## src/rtl/unigate_cfg_ctrl.sv

```systemverilog
// unigate_cfg_ctrl: shifts a CHAIN_LEN-bit configuration frame into unigate, fed by Wishbone or the LA.
// Define UNIGATE_CFG_IRQ_EN to build the done-level interrupt on irq_o.
//
// state    | meaning
// IDLE     | no frame; arbitrate WB / LA requests
// FETCH    | wait for the next 32-bit word from the owner
// SHIFT_LO | cfg_clk_o low, current bit on cfg_data_o
// SHIFT_HI | cfg_clk_o high, unigate samples the bit
// LATCH    | one-cycle cfg_latch_o pulse, frame done
module unigate_cfg_ctrl #(
  parameter int CHAIN_LEN  = 256,
  parameter int FIFO_DEPTH = 4
) (
  input  logic        wb_clk_i,
  input  logic        wb_rst_ni,
  input  logic        wbs_cyc_i,
  input  logic        wbs_stb_i,
  input  logic        wbs_we_i,
  input  logic [31:0] wbs_adr_i,
  input  logic [31:0] wbs_dat_i,
  input  logic [3:0]  wbs_sel_i,
  output logic        wbs_ack_o,
  output logic [31:0] wbs_dat_o,
  input  logic        la_req_i,
  input  logic        la_valid_i,
  input  logic [31:0] la_data_i,
  output logic        la_ready_o,
  output logic        cfg_clk_o,
  output logic        cfg_data_o,
  output logic        cfg_latch_o,
  output logic        busy_o,
  output logic        irq_o
);

  localparam int PW    = $clog2(FIFO_DEPTH);
  localparam int WORDS = CHAIN_LEN / 32;
  localparam int WCW   = (WORDS > 1) ? $clog2(WORDS) : 1;

  typedef enum logic [2:0] {IDLE, FETCH, SHIFT_LO, SHIFT_HI, LATCH} state_e;

  state_e          state_q;
  logic            ack_q, ovf_q, la_en_q, done_q, owner_la_q, last_wb_q, wb_pend_q;
  logic            busy_q, la_ready_q, cfg_clk_q, cfg_data_q, cfg_latch_q;
  logic [31:0]     dat_q, sh_q;
  logic [4:0]      bit_cnt_q;
  logic [WCW-1:0]  word_cnt_q;
  logic [31:0]     mem_q [FIFO_DEPTH];
  logic [PW:0]     wr_ptr_q, rd_ptr_q, lvl;
  logic            irq_present;
  logic            unused_ok;

  assign unused_ok = ^{wbs_sel_i, wbs_adr_i[31:4], wbs_adr_i[1:0]};

`ifdef UNIGATE_CFG_IRQ_EN
  assign irq_present = 1'b1;
  assign irq_o       = done_q;
`else
  assign irq_present = 1'b0;
  assign irq_o       = 1'b0;
`endif

  logic wb_req, wr, wdata_wr, ctrl_wr, abort_wr, start_wr;
  assign wb_req   = wbs_cyc_i & wbs_stb_i & ~ack_q;
  assign wr       = wb_req & wbs_we_i;
  assign wdata_wr = wr & (wbs_adr_i[3:2] == 2'd0);
  assign ctrl_wr  = wr & (wbs_adr_i[3:2] == 2'd1);
  assign abort_wr = ctrl_wr & wbs_dat_i[1];
  assign start_wr = ctrl_wr & wbs_dat_i[0] & ~wbs_dat_i[1] & (state_q == IDLE);

  logic full, empty, push, pop;
  assign lvl   = wr_ptr_q - rd_ptr_q;
  assign full  = (lvl == (PW+1)'(FIFO_DEPTH));
  assign empty = (lvl == '0);
  assign push  = wdata_wr & ~full;
  assign pop   = (state_q == FETCH) & ~owner_la_q & ~empty & ~abort_wr;

  // A losing WB start is remembered in wb_pend_q; the LA request is a level and needs no memory.
  logic la_want, wb_want, grant_wb, grant_la, take;
  logic [31:0] fetch_word, rdata;
  assign la_want    = la_req_i & la_en_q;
  assign wb_want    = start_wr | wb_pend_q;
  assign grant_wb   = wb_want & (~la_want | ~last_wb_q);
  assign grant_la   = la_want & (~wb_want | last_wb_q);
  assign fetch_word = owner_la_q ? la_data_i : mem_q[rd_ptr_q[PW-1:0]];
  assign take       = owner_la_q ? (la_ready_q & la_valid_i) : ~empty;
  assign rdata      = (wbs_adr_i[3:2] == 2'd2) ?
                      {24'd0, 4'(lvl), irq_present, owner_la_q, ovf_q, done_q} : 32'd0;

  always_ff @(posedge wb_clk_i) begin
    if (push) mem_q[wr_ptr_q[PW-1:0]] <= wbs_dat_i;
  end

  always_ff @(posedge wb_clk_i or negedge wb_rst_ni) begin
    if (!wb_rst_ni) begin
      wr_ptr_q <= '0;
      rd_ptr_q <= '0;
    end else if (abort_wr) begin
      wr_ptr_q <= '0;
      rd_ptr_q <= '0;
    end else begin
      if (push) wr_ptr_q <= wr_ptr_q + 1'b1;
      if (pop)  rd_ptr_q <= rd_ptr_q + 1'b1;
    end
  end

  always_ff @(posedge wb_clk_i or negedge wb_rst_ni) begin
    if (!wb_rst_ni) begin
      ack_q   <= 1'b0;
      dat_q   <= '0;
      ovf_q   <= 1'b0;
      la_en_q <= 1'b0;
    end else begin
      ack_q <= wb_req;
      if (wb_req) dat_q <= wbs_we_i ? 32'd0 : rdata;
      if (start_wr) ovf_q <= 1'b0;
      else if (wdata_wr && full) ovf_q <= 1'b1;
      if (ctrl_wr) la_en_q <= wbs_dat_i[2];
    end
  end

  always_ff @(posedge wb_clk_i or negedge wb_rst_ni) begin
    if (!wb_rst_ni) begin
      state_q     <= IDLE;
      busy_q      <= 1'b0;
      la_ready_q  <= 1'b0;
      cfg_clk_q   <= 1'b0;
      cfg_data_q  <= 1'b0;
      cfg_latch_q <= 1'b0;
      done_q      <= 1'b0;
      owner_la_q  <= 1'b0;
      last_wb_q   <= 1'b0;
      wb_pend_q   <= 1'b0;
      sh_q        <= '0;
      bit_cnt_q   <= '0;
      word_cnt_q  <= '0;
    end else begin
      cfg_clk_q   <= 1'b0;
      cfg_latch_q <= 1'b0;
      if (start_wr) done_q <= 1'b0;
      if (abort_wr) begin
        state_q    <= IDLE;
        busy_q     <= 1'b0;
        la_ready_q <= 1'b0;
        wb_pend_q  <= 1'b0;
      end else begin
        case (state_q)
          IDLE: if (grant_wb || grant_la) begin
            state_q    <= FETCH;
            busy_q     <= 1'b1;
            owner_la_q <= grant_la;
            last_wb_q  <= grant_wb;
            la_ready_q <= grant_la;
            wb_pend_q  <= wb_want & ~grant_wb;
            word_cnt_q <= WCW'(WORDS - 1);
          end
          FETCH: if (take) begin
            state_q    <= SHIFT_LO;
            la_ready_q <= 1'b0;
            cfg_data_q <= fetch_word[0];
            sh_q       <= {1'b0, fetch_word[31:1]};
            bit_cnt_q  <= 5'd31;
          end
          SHIFT_LO: begin
            state_q   <= SHIFT_HI;
            cfg_clk_q <= 1'b1;
          end
          SHIFT_HI: if (bit_cnt_q == 5'd0) begin
            if (word_cnt_q == '0) begin
              state_q     <= LATCH;
              cfg_latch_q <= 1'b1;
            end else begin
              state_q    <= FETCH;
              word_cnt_q <= word_cnt_q - 1'b1;
              la_ready_q <= owner_la_q;
            end
          end else begin
            state_q    <= SHIFT_LO;
            bit_cnt_q  <= bit_cnt_q - 5'd1;
            cfg_data_q <= sh_q[0];
            sh_q       <= {1'b0, sh_q[31:1]};
          end
          LATCH: begin
            state_q <= IDLE;
            busy_q  <= 1'b0;
            done_q  <= 1'b1;
          end
          default: state_q <= IDLE;
        endcase
      end
    end
  end

  assign wbs_ack_o   = ack_q;
  assign wbs_dat_o   = dat_q;
  assign la_ready_o  = la_ready_q;
  assign cfg_clk_o   = cfg_clk_q;
  assign cfg_data_o  = cfg_data_q;
  assign cfg_latch_o = cfg_latch_q;
  assign busy_o      = busy_q;

endmodule

```

## config.mk

```make
export PLATFORM = sky130hd
export DESIGN_NAME = unigate_cfg_ctrl
export DESIGN_NICKNAME = d
export VERILOG_FILES = /design/src/rtl/unigate_cfg_ctrl.sv
export SDC_FILE = /design/constraint.sdc
export NUM_CORES = 1
export LEC_CHECK = 0
export CORE_ASPECT_RATIO = 1.25
export CORE_MARGIN = 5
export CORE_UTILIZATION = 42
export DETAILED_ROUTE_END_ITERATION = 6
export PLACE_DENSITY = 0.63
export SLEW_MARGIN = 25
export SYNTH_ARGS = -nofsm -noshare
export SYNTH_HDL_FRONTEND = slang
export SYNTH_SLANG_ARGS = --single-unit
```

## constraint.sdc

```tcl
create_clock -name wb_clk_i -period 9 [get_ports wb_clk_i]
set_input_delay 1.8 -clock wb_clk_i [delete_from_list [all_inputs] [get_ports wb_clk_i]]
set_output_delay 1.8 -clock wb_clk_i [all_outputs]
set_load 0.01 [all_outputs]
```

==> impl_metrics.json <==
{
  "status": "completed",
  "tightest_slew_ns": 1.02,
  "fmax_mhz": 240,
  "critPathKind": "input pin to flip-flop",
  "met3_usage": 0.0371,
  "via_per_inst": 5.44,
  "cts_tree": "built",
  "hpwl_um": 11400,
  "netSwitchingFraction": 0.308,
  "slew-limit-headroom": 0.317,
  "hold_viol_final": 0,
  "ir_drop_v": 0.000142,
  "p_int_mw": 1.89,
  "syn_avg_cell_area_um2": 14.4,
  "synthCells": 596,
  "drv_slew": 0,
  "grt_max_degree": 67,
  "cts_root_buffer": "clkbuf_16",
  "place_congestion": 0.759,
  "first_pass_iters": 5,
  "nets": 792,
  "final.setup.tns_ns": 0,
  "setup_viol": 0,
  "chipHeight_um": 170,
  "power_switching_mw": 0.843,
  "hold_path.class": "flip-flop to flip-flop",
  "synth_seq_cells": 194,
  "start_kind": "input pin",
  "io-pin-count": 146,
  "wirelength_um": 18400,
  "yosysWarningCount": 0,
  "power_leakage_nw": 3.76,
  "ys_seq_area_frac": 0.642,
  "busiest_layer": "met2",
  "clk_pin_slew_ns": 0.07,
  "endpoint_kind": "flip-flop",
  "dieArea_um2": 23300,
  "diodes": 0,
  "clock_latency_ns": 0.43,
  "portBuffers": 84,
  "numClockSinks": 194,
  "die_w_um": 138,
  "clk_path_buf_depth": 2,
  "fin_crit_sh": 0.464,
  "finClkSkew_ns": 0.00947,
  "cts_resized": 0,
  "cts_hold_buf": 0,
  "cts-buffers-inserted": 17,
  "drive_gt1_frac": 0.132,
  "p_comb_frac": 0.300,
  "overflow": 0,
  "reg2reg_slack_ns": 5.51,
  "met1_usage": 0.200,
  "async_reset_ff_frac": 0.340,
  "grt_pass1_wl_um": 29000,
  "required_ns": 9.10,
  "reg2regPathDepth": 8,
  "start_util": 0.426,
  "rr_endpoint": "mem_q[1][8]$_DFFE_PP_",
  "synth-edff-count": 128,
  "min_to": "wbs_dat_o[6]$_DFFE_PN0N_",
  "reg2reg_from": "wr_ptr_q[0]$_DFFE_PN0P_",
  "cp_max_fo": 18,
  "drv_cap": 0,
  "drc_errors": 0,
  "period_needed_ns": 4.17,
  "cts.htree.levels": 4,
  "grtUsageTotal": 0.164,
  "hold_path.startpoint": "wbs_dat_o[6]$_DFFE_PN0N_",
  "cp.arrival_ns": 4.28,
  "whs_path_depth": 2,
  "syn-cell-area_um2": 8560,
  "vias": 5203,
  "holdWs_ns": 0.493,
  "ys_types": 60,
  "grt_pass1_vias": 5418,
  "rows": 58,
  "routedWlPerCell_um": 19.2,
  "power.share.clock": 0.292,
  "drtIter0Drc": 354,
  "synth_ff_type": "edfxtp_1",
  "antenna_found_initial": 0,
  "gr-usage-met2": 0.284,
  "p_per_area_nw_per_um2": 267,
  "area_growth_pct": 19.4,
  "rsz0062_at_grt": "no",
  "core_um2": 20100,
  "p_seq_frac": 0.407,
  "ant_nets": 0,
  "post-cts-setup-buffer-count": 0
}
-- layer usage --
layer / vias up / share of wire
met2: 183 / 0.52
met5: - / 0
met3: 23 / 0.058
met1: 2622 / 0.40
met4: 0 / 0.018
li1: 2375 / -
-- critical path, cell delays in order --
cell             delay, ns
clkdlybuf4s50_1       0.47
nand2b_1              0.24
a2111oi_4             0.54
and2_1                0.78
buf_4                 0.42
-- cell usage in the layout, fill, tap and decap left out, types with 2 or more instances in the layout --
cell,instances
a32oi_1,30
inv_1,10
ha_1,10
clkdlybuf4s50_1,83
o21ai_0,6
edfxtp_1,128
a31o_2,2
nor2b_1,3
clkinvlp_4,3
nand3b_1,3
clkinv_2,2
nand2b_1,5
dfrtp_1,65
bufinv_16,4
nand3_1,10
xnor2_1,3
nor2_1,15
a22o_1,34
a41oi_1,3
clkinv_4,2
clkbuf_16,17
buf_4,13
xor2_1,4
and3_1,2
a41o_1,2
nand4_1,4
conb_1,27
nand2_1,104
mux2i_1,5
a21oi_1,6
a22oi_1,2
clkbuf_8,2
and2_1,4
a31oi_1,2
mux4_2,32
nor4b_1,2
nor3_2,3
nor4_1,3
-- kinds of logic after synthesis --
| family | share of synthesized area |
|---|---|
| XOR/XNOR | 0.0126 |
| buffers and inverters | 0.0472 |
| AND/OR/NAND/NOR | 0.0911 |
| AO/OA/AOI/OAI | 0.0981 |
| flip-flops | 0.642 |
| other | 0.000438 |
| adder cells (fa/ha/maj) | 0.0170 |
| multiplexers | 0.0914 |
-- worst max-delay path by stage --
stage	start	endpoint	slack, ns	cells after the start
after floorplan	wbs_adr_i[3]	mem_q[0][0]$_DFFE_PP_	5.29	3
after global placement	wbs_adr_i[3]	mem_q[1][26]$_DFFE_PP_	4.41	5
after detailed placement	wbs_adr_i[3]	mem_q[1][26]$_DFFE_PP_	4.33	5
after CTS	wbs_adr_i[3]	mem_q[1][2]$_DFFE_PP_	4.78	5
after global routing	wbs_adr_i[3]	mem_q[1][30]$_DFFE_PP_	4.69	5
final	wbs_adr_i[3]	mem_q[1][8]$_DFFE_PP_	4.83	5
-- sequential cells by signal, indices dropped and copies added (netlist names) --
register,count
la_ready_o,1
ovf_q,1
mem_q,128
cfg_clk_o,1
bit_cnt_q,5
la_en_q,1
wb_pend_q,1
last_wb_q,1
sh_q,31
wbs_ack_o,1
cfg_latch_o,1
rd_ptr_q,3
cfg_data_o,1
wbs_dat_o,6
done_q,1
busy_o,1
owner_la_q,1
word_cnt_q,3
state_q,3
wr_ptr_q,3
-- layout make-up --
type | count | area (um2)
fillers | 1695 | 9880
flip-flops and latches | 194 | 5500
multi-input cells | 352 | 2770
repair buffers | 97 | 933
clock buffers | 20 | 457
well taps | 270 | 338
clock inverters | 12 | 179
inverters | 12 | 45.0
-- metrics by stage --
step,worst slack [ns],instance area (um2),cells,util,power [mW]
after global placement,4.41,9590,925,0.477,1.94
after global routing,4.69,10200,957,0.508,2.88
final,4.83,10200,957,0.508,2.73
after CTS,4.78,10200,957,0.508,2.76
after detailed placement,4.33,9590,925,0.477,1.96
after floorplan,5.29,8650,622,-,1.72
-- Yosys cell counts (4+ instances only) --
cell type	n	area [um2]
a32oi_1	30	263
nor2_1	16	60.1
a21oi_1	6	30.0
buf_2	14	70.1
nand2_1	104	390
mux4_2	32	721
edfxtp_1	128	3840
a22o_1	34	298
clkbuf_1	22	82.6
mux2i_1	5	50.1
nand4_1	4	25.0
buf_4	27	203
dfrtp_1	66	1650
o21ai_0	6	30.0
and2_1	4	25.0
xor2_1	4	35.0
nand2b_1	5	31.3
nand3_1	10	50.1
inv_1	10	37.5
ha_1	10	125
-- power groups by stage --
stage,combinational (mW),sequential [mW],clock [mW]
finish,0.821,1.11,0.800
global route,0.902,1.12,0.854
CTS,0.833,1.11,0.814
detailed placement,0.828,1.13,0
global placement,0.812,1.13,0
floorplan,0.608,1.12,0
Note: power is estimated with default switching activity, not from simulation.
